$ cat config.mk
export PLATFORM = sky130hd
export DESIGN_NAME = regfile_scoreboard
export DESIGN_NICKNAME = d
export VERILOG_FILES = /design/src/rtl/regfile_scoreboard.sv
export SDC_FILE = /design/constraint.sdc
export NUM_CORES = 2
export LEC_CHECK = 0
export CORE_MARGIN = 10
export CORE_UTILIZATION = 30
export DETAILED_ROUTE_END_ITERATION = 12
export SLEW_MARGIN = 20
export SYNTH_ARGS = -nofsm -noshare
export SYNTH_HDL_FRONTEND = slang
export SYNTH_SLANG_ARGS = --single-unit
$ cat constraint.sdc
create_clock -name clock -period 4.9 [get_ports clock]
set_clock_uncertainty 0.15 [all_clocks]
set_input_delay 0.735 -clock clock [delete_from_list [all_inputs] [get_ports clock]]
set_output_delay 0.735 -clock clock [all_outputs]
set_load 0.05 [all_outputs]
$ cat src/rtl/regfile_scoreboard.sv
// regfile_scoreboard: parametrised 2-read/1-write register file with a
// per-register busy scoreboard for RAW-hazard stalls in decode.
// Optional feature macro: REGFILE_BYPASS_EN (write-through forwarding of
// same-cycle writeback data and busy state onto the read ports).
module regfile_scoreboard #(
    parameter int DATA_WIDTH = 32,
    parameter int ADDR_WIDTH = 5,
    parameter int ZERO_REG   = 1
) (
    input  logic                  clock,
    input  logic                  ctrl_reset_n,
    input  logic                  ctrl_writeEnable,
    input  logic [ADDR_WIDTH-1:0] ctrl_writeReg,
    input  logic [DATA_WIDTH-1:0] data_writeReg,
    input  logic [ADDR_WIDTH-1:0] ctrl_readRegA,
    input  logic [ADDR_WIDTH-1:0] ctrl_readRegB,
    output logic [DATA_WIDTH-1:0] data_readRegA,
    output logic [DATA_WIDTH-1:0] data_readRegB,
    output logic                  busyA,
    output logic                  busyB,
    input  logic                  ctrl_issueEnable,
    input  logic [ADDR_WIDTH-1:0] ctrl_issueReg,
    input  logic                  ctrl_flush,
    output logic [ADDR_WIDTH:0]   busy_count,
    output logic                  err_doubleIssue
);

    localparam int NUM_REGS = 2 ** ADDR_WIDTH;
    localparam int CW       = ADDR_WIDTH + 1;
    localparam bit HAS_ZERO = (ZERO_REG != 0);
    localparam logic [ADDR_WIDTH-1:0] ZERO_IDX = {ADDR_WIDTH{1'b0}};

    logic [DATA_WIDTH-1:0] regs_r [NUM_REGS];
    logic [NUM_REGS-1:0]   busy_r;
    logic [NUM_REGS-1:0]   busy_nxt_s;
    logic [CW-1:0]         count_r;
    logic [CW-1:0]         count_nxt_s;
    logic                  err_r;
    logic                  err_nxt_s;

    logic                  we_eff_s;
    logic                  iss_eff_s;
    logic                  cnt_set_s;
    logic                  cnt_clr_s;
    logic                  dbl_issue_s;

    // Qualify write/issue strobes: a hardwired zero register absorbs both.
    always_comb begin
        we_eff_s  = ctrl_writeEnable;
        iss_eff_s = ctrl_issueEnable;
        if (HAS_ZERO && (ctrl_writeReg == ZERO_IDX)) begin
            we_eff_s = 1'b0;
        end else begin
            we_eff_s = ctrl_writeEnable;
        end
        if (HAS_ZERO && (ctrl_issueReg == ZERO_IDX)) begin
            iss_eff_s = 1'b0;
        end else begin
            iss_eff_s = ctrl_issueEnable;
        end
    end

    // Next busy vector: writeback clears, a later issue re-claims, flush wipes all.
    always_comb begin
        busy_nxt_s = busy_r;
        if (ctrl_flush) begin
            busy_nxt_s = {NUM_REGS{1'b0}};
        end else begin
            if (we_eff_s) begin
                busy_nxt_s[ctrl_writeReg] = 1'b0;
            end else begin
                busy_nxt_s = busy_r;
            end
            if (iss_eff_s) begin
                busy_nxt_s[ctrl_issueReg] = 1'b1;
            end else begin
                busy_nxt_s[ctrl_issueReg] = busy_nxt_s[ctrl_issueReg];
            end
        end
    end

    // Incremental popcount tracking and double-issue detection from current state.
    always_comb begin
        // A bit rises only if it was clear; it falls only if nothing re-claims it this cycle.
        cnt_set_s   = iss_eff_s && !busy_r[ctrl_issueReg];
        cnt_clr_s   = we_eff_s && busy_r[ctrl_writeReg] &&
                      !(iss_eff_s && (ctrl_issueReg == ctrl_writeReg));
        dbl_issue_s = iss_eff_s && busy_r[ctrl_issueReg] &&
                      !(we_eff_s && (ctrl_writeReg == ctrl_issueReg)) && !ctrl_flush;
        if (ctrl_flush) begin
            count_nxt_s = {CW{1'b0}};
            err_nxt_s   = 1'b0;
        end else begin
            count_nxt_s = count_r + CW'(cnt_set_s) - CW'(cnt_clr_s);
            err_nxt_s   = err_r | dbl_issue_s;
        end
    end

    // Register storage: async clear, writeback updates the addressed entry.
    always_ff @(posedge clock or negedge ctrl_reset_n) begin
        if (!ctrl_reset_n) begin
            for (int i = 0; i < NUM_REGS; i++) begin
                regs_r[i] <= {DATA_WIDTH{1'b0}};
            end
        end else if (we_eff_s) begin
            regs_r[ctrl_writeReg] <= data_writeReg;
        end
    end

    // Scoreboard state, busy counter and sticky error flag.
    always_ff @(posedge clock or negedge ctrl_reset_n) begin
        if (!ctrl_reset_n) begin
            busy_r  <= {NUM_REGS{1'b0}};
            count_r <= {CW{1'b0}};
            err_r   <= 1'b0;
        end else begin
            busy_r  <= busy_nxt_s;
            count_r <= count_nxt_s;
            err_r   <= err_nxt_s;
        end
    end

    // Read port A: stored state, optionally overridden by same-cycle writeback.
    always_comb begin
        data_readRegA = regs_r[ctrl_readRegA];
        busyA         = busy_r[ctrl_readRegA];
        if (HAS_ZERO && (ctrl_readRegA == ZERO_IDX)) begin
            data_readRegA = {DATA_WIDTH{1'b0}};
            busyA         = 1'b0;
`ifdef REGFILE_BYPASS_EN
        end else if (we_eff_s && (ctrl_writeReg == ctrl_readRegA)) begin
            data_readRegA = data_writeReg;
            busyA         = iss_eff_s && (ctrl_issueReg == ctrl_readRegA) && !ctrl_flush;
`endif
        end else begin
            data_readRegA = regs_r[ctrl_readRegA];
            busyA         = busy_r[ctrl_readRegA];
        end
    end

    // Read port B: identical to port A, independent index.
    always_comb begin
        data_readRegB = regs_r[ctrl_readRegB];
        busyB         = busy_r[ctrl_readRegB];
        if (HAS_ZERO && (ctrl_readRegB == ZERO_IDX)) begin
            data_readRegB = {DATA_WIDTH{1'b0}};
            busyB         = 1'b0;
`ifdef REGFILE_BYPASS_EN
        end else if (we_eff_s && (ctrl_writeReg == ctrl_readRegB)) begin
            data_readRegB = data_writeReg;
            busyB         = iss_eff_s && (ctrl_issueReg == ctrl_readRegB) && !ctrl_flush;
`endif
        end else begin
            data_readRegB = regs_r[ctrl_readRegB];
            busyB         = busy_r[ctrl_readRegB];
        end
    end

    assign busy_count      = count_r;
    assign err_doubleIssue = err_r;

endmodule

After elaboration in Yosys (flattened, before gate mapping)
Cells that the tools add are included.

Latch bits: 0. Bits in registers: 1063. Bits in read-only memories: 0. Input port bits: 57. Memories: 0. RAM bits: 0.

Eq/ne operators: 2. Shift operators: 0. $add $sub $neg: 2. $mul: 0. Order comparisons: 10. Multiplexer cells: 36. Divide/modulo/power cells: 0. Reduce and logical (&&, ||, !) cells: 19. Bitwise logic cells: 7.

Operators by type and width (count): 1024-bit bitwise mux (1); 32-bit 2-to-1 mux (11); 32-bit binary-select mux with 5-bit select (2); 32-bit demux with 5-bit select (1); 32-bit bitwise AND (1); 32-bit bitwise mux (1); 32-bit NOT (1); 32-bit OR (1); 1-bit binary-select mux with 5-bit select (5); 5-bit by 6-bit < comparator with 1-bit output (second input constant) (4); 5-bit logical NOT (4); 6-bit greater-or-equal comparator (second input constant) (3); 5-bit NOT with 6-bit output (3); 1-bit 2-to-1 mux (12); 1-bit logical AND (11); 1-bit demux with 5-bit select (2); 5-bit equality test (2); 5-bit by 1-bit greater-or-equal comparator with 1-bit output (second input constant) (2); 6-bit by 1-bit adder with 6-bit output (1); 6-bit by 1-bit < comparator with 1-bit output (second input constant) (1); 6-bit 2-to-1 mux (1); 6-bit by 1-bit subtractor with 6-bit output (1); 1-bit logical NOT (4); 1-bit OR (1).

Depth between registers and ports, before layout
Word-level depth: 13. Gate-level depth with buffers: 17. Depth with buffers taken out: 14.

Worst setup path before layout
OpenSTA, ideal clock, no wires.

Kind: input to output. Start: input ctrl_readRegA[0]. End: output data_readRegA[19]. Path buffers: 5. Cell stages on the path: 9. Slack: 0.669 ns. Data arrival time: 3.346 ns. Cells stage by stage: buf_2 -> buf_2 -> buf_4 -> buf_4 -> buf_2 -> mux2i_1 -> o22ai_1 -> a211oi_1 -> a211oi_1.

Longest elaborated chain between the ends: 5. Elaborated cells on any way between the ends: 6. Those cells by class: 4 x mux; 1 x bitwise; 1 x reduce/logical.

Ends and longest elaborated chain: from (decl) (RTL line 15) `input logic [ADDR_WIDTH-1:0] ctrl_readRegA,`; 5-bit NOT with 6-bit output (implied by the code) (RTL line 136) `data_readRegA = regs_r[ctrl_readRegA];`; 32-bit binary-select mux with 5-bit select (RTL line 136); 32-bit 2-to-1 mux (implied by the code) (2 in a row) (RTL line 136); 32-bit 2-to-1 mux (*) (RTL line 127) `if (HAS_ZERO && (ctrl_readRegA == ZERO_IDX)) begin`; to (decl) (RTL line 17) `output logic [DATA_WIDTH-1:0] data_readRegA,`.

Mark *: on every way between the ends. The rest lies on a longest branch, timed or not. The select of a mux whose other input is x is not followed.

Worst setup path after layout
Start: input ctrl_readRegB[0]. End: output data_readRegB[13].

Longest elaborated chain between the ends: 5. Elaborated cells on any way between the ends: 6. Those cells by class: 4 x mux; 1 x bitwise; 1 x reduce/logical.

Ends and longest elaborated chain: from (decl) (RTL line 16) `input logic [ADDR_WIDTH-1:0] ctrl_readRegB,`; 5-bit NOT with 6-bit output (implied by the code) (RTL line 154) `data_readRegB = regs_r[ctrl_readRegB];`; 32-bit binary-select mux with 5-bit select; 32-bit 2-to-1 mux (implied by the code) (2 in a row) (RTL line 154); 32-bit 2-to-1 mux (*) (RTL line 145) `if (HAS_ZERO && (ctrl_readRegB == ZERO_IDX)) begin`; to (decl) (RTL line 18) `output logic [DATA_WIDTH-1:0] data_readRegB,`.

Marked as above.

==> results.py <==
metrics = {
    "floorplan": {
        "start_util_pct": 30.24,
        "pin_count": 130,
        "die_height_um": 458.3,
        "rows": 160,
        "die_area_um2": 210000,
        "die_w_um": 458.3,
        "core_um2": 190600,
    },
    "finish": {
        "instances_no_fill": 6443,
        "layout_commonest_cell": "dfrtp_1",
        "design_area_um2": 66340,
        "areaGrowthSynthToFinish_pct": 15.11,
        "final_cell_mix": "1,063 x dfrtp_1, 992 x mux2_2, 576 x mux4_2, 203 x buf_4, 148 x nand2_1",
        "fin_nets": 3906,
        "drive_above_1_share_pct": 52.70,
    },
    "place": {
        "dp_hpwl_um": 112100,
        "portBuffers": 129,
        "place_area_um2": 62620,
        "dp.cells": 6244,
        "gp_congestion": 0.8915,
    },
    "cts": {
        "clk-insertion-delay-late_ns": 0.74,
        "cts.repair.resized": 0,
        "clk_pin_slew_ns": 0.06,
        "cts_root_buffer": "clkbuf_16",
        "cts.sinks": 1063,
        "h-tree-depth": 3,
        "cts_tree": "built",
        "clk_path_buf_depth": 3,
        "cts_inserted_buffers": 106,
        "cts_setup_buffers": 0,
    },
    "timing": {
        "slew_headroom_pct": 22.70,
        "max_freq_ghz": 0.2275,
        "hold_viol": 0,
        "worstMarginPinSlew_ns": 1.160,
        "tns_ns": 0,
        "timing_max_transition_violations_final": 0,
        "holdWs_ns": 0.2483,
        "rsz0062_at_grt": "false",
        "fin_crit_ns": 4.396,
        "fin_crit_sh_pct": 89.72,
        "setup_viol": 0,
    },
    "critical_path": {
        "cp-end-kind": "output pin",
        "timing_worst_setup_path_type": "input port to output pin",
        "startpoint_type": "input port",
        "worstPathArrival_ns": 3.51,
        "crit_required_ns": 4.01,
        "critical_path_peak_fanout": 59,
    },
    "power": {
        "p_per_area_nw_per_um2": 400.6,
        "irDropWorstVdd_mv": 0.2821,
        "leakage_nw": 28.03,
    },
    "grt": {
        "met3_usage_pct": 3.297,
        "first_global_vias": 37950,
        "top_usage_layer": "met2",
        "grt_use_met2_pct": 28.48,
        "grt_use_met1_pct": 23.31,
        "grt_max_degree": 133,
        "antenna_found_initial": 16,
        "grt-ovfl-total": 0,
        "grt_pass1_wl_um": 277000,
        "grt_usage_pct": 17.66,
    },
    "logic_synthesis": {
        "syn_avg_cell_area_um2": 14.97,
        "synth_area_um2": 57630,
        "netlist_instances": 3850,
        "synth_edf_count": 0,
        "ys_seq_elements": 1063,
        "ys.flop_type": "dfrtp_1",
        "synth.distinct_cells": 65,
        "synth_nets": 3914,
        "seq_area_frac_synth_pct": 46.15,
        "yosys_warnings": 0,
        "synthArstFlopShare_pct": 100.0,
    },
    "drt": {
        "vias_per_cell": 5.705,
        "vias": 36760,
        "wl_um": 189900,
        "drc": 0,
        "drt-initial-drc-count": 3266,
        "drtPass1Iterations": 8,
        "avgRoutedWirePerCell_um": 29.47,
        "postRouteAntennaNets": 0,
    },
    "outcome": {
        "status": "finished clean",
    },
    "flow_run": {
        "drv_cap": 0,
    },
    "hold_path": {
        "hold_class": "register to register",
    },
}
-- final cells by class --
type	count	area, µm²
Clock inverter	46	721.9
Sequential cell	1063	26600
Multi-Input combinational cell	2325	29400
Antenna cell	6	15.01
Tap cell	2511	3142
Inverter	20	75.07
Fill cell	18240	124200
Timing Repair Buffer	326	3373
Clock buffer	146	3013
-- metal layers --
metal | routed length [µm] | vias up
li1 | - | 14860
met1 | 79100 | 20130
met2 | 89990 | 1343
met3 | 12380 | 398
met4 | 8265 | 18
met5 | 111 | -
-- synthesized netlist by cell type, types with 8 or more instances --
cell,number,area [µm²]
a21oi_1,31,155.2
inv_1,19,71.32
nor3_1,15,75.07
a311oi_1,11,96.34
buf_1,50,187.7
a31oi_1,11,68.82
buf_4,20,150.1
mux2i_1,138,1381
buf_2,62,310.3
a211oi_1,41,307.8
mux4_2,576,12970
o211ai_1,13,97.59
a221oi_1,26,227.7
nand2_1,161,604.3
dfrtp_1,1063,26600
o22ai_1,33,206.5
nor2b_1,15,93.84
o221ai_1,28,245.2
nand2b_1,17,106.4
mux2_2,992,11170
o21ai_0,19,95.09
a22o_1,10,87.58
clkbuf_1,309,1160
a211o_1,8,70.07
nor2_1,99,371.6
-- cell families (layout without fill, tap and decap cells) --
group                    after synthesis  in the layout  share of synthesized area (%)
AO/OA/AOI/OAI                        257            257                          3.235
XOR/XNOR                              10             10                         0.1520
AND/OR/NAND/NOR                      345            345                          2.720
multiplexers                        1706           1706                          44.29
adder cells (fa/ha/maj)                7              7                         0.1650
buffers and inverters                462            538                          3.287
other                                  0              6                              0
flip-flops                          1063           1063                          46.15
-- registers in the layout (all words and copies together), names as in the netlist --
name	count
busy_count	6
busy_r	32
err_doubleIssue	1
regs_r	1024
-- through the flow --
step / power, mW / worst slack [ns] / utilization, %
3_3_place_gp: 17.63 / 0.003709 / 32.86
4_1_cts: 26.75 / 0.4514 / 34.82
2_1_floorplan: 15.84 / 0.6695 / -
5_1_grt: 27.70 / 0.3693 / 34.81
3_5_place_dp: 17.84 / 0.1344 / 32.86
6_report: 26.58 / 0.5039 / 34.81
-- power by group --
| part | leakage (nW) | internal (mW) | switching [mW] |
|---|---|---|---|
| Sequential | 13.7 | 10.4 | 1.16 |
| Clock | 1.85 | 5.15 | 3.75 |
| Combinational | 12.5 | 3.45 | 2.66 |
-- final timing paths --
kind | startpoint | endpoint | slack, ns | cells after the start
max | ctrl_readRegB[0] | data_readRegB[13] | 0.50 | 7
min | regs_r[1023] | regs_r[1023] | 0.25 | 0
max reg2reg | busy_r[16] | busy_count[4] | 1.14 | 14
min reg2reg | regs_r[1023] | regs_r[1023] | 0.25 | 0
max in group asynchronous | ctrl_reset_n | regs_r[182] | 2.75 | 3
min in group asynchronous | ctrl_reset_n | regs_r[453] | 0.50 | 2
-- critical path: stages --
cell and delay, ns:
buf_8 0.59, buf_4 0.37, mux4_2 0.55, mux4_2 0.47, mux2i_1 0.29, nor2_1 0.15, buf_4 0.23
-- repair_timing --
action | CTS | global route
endpoints found under the hold margin | 79 | 0
hold buffers | 1 | 0
setup endpoints to repair | 0 | 0
No activity file was read; power rests on OpenSTA's default activity.
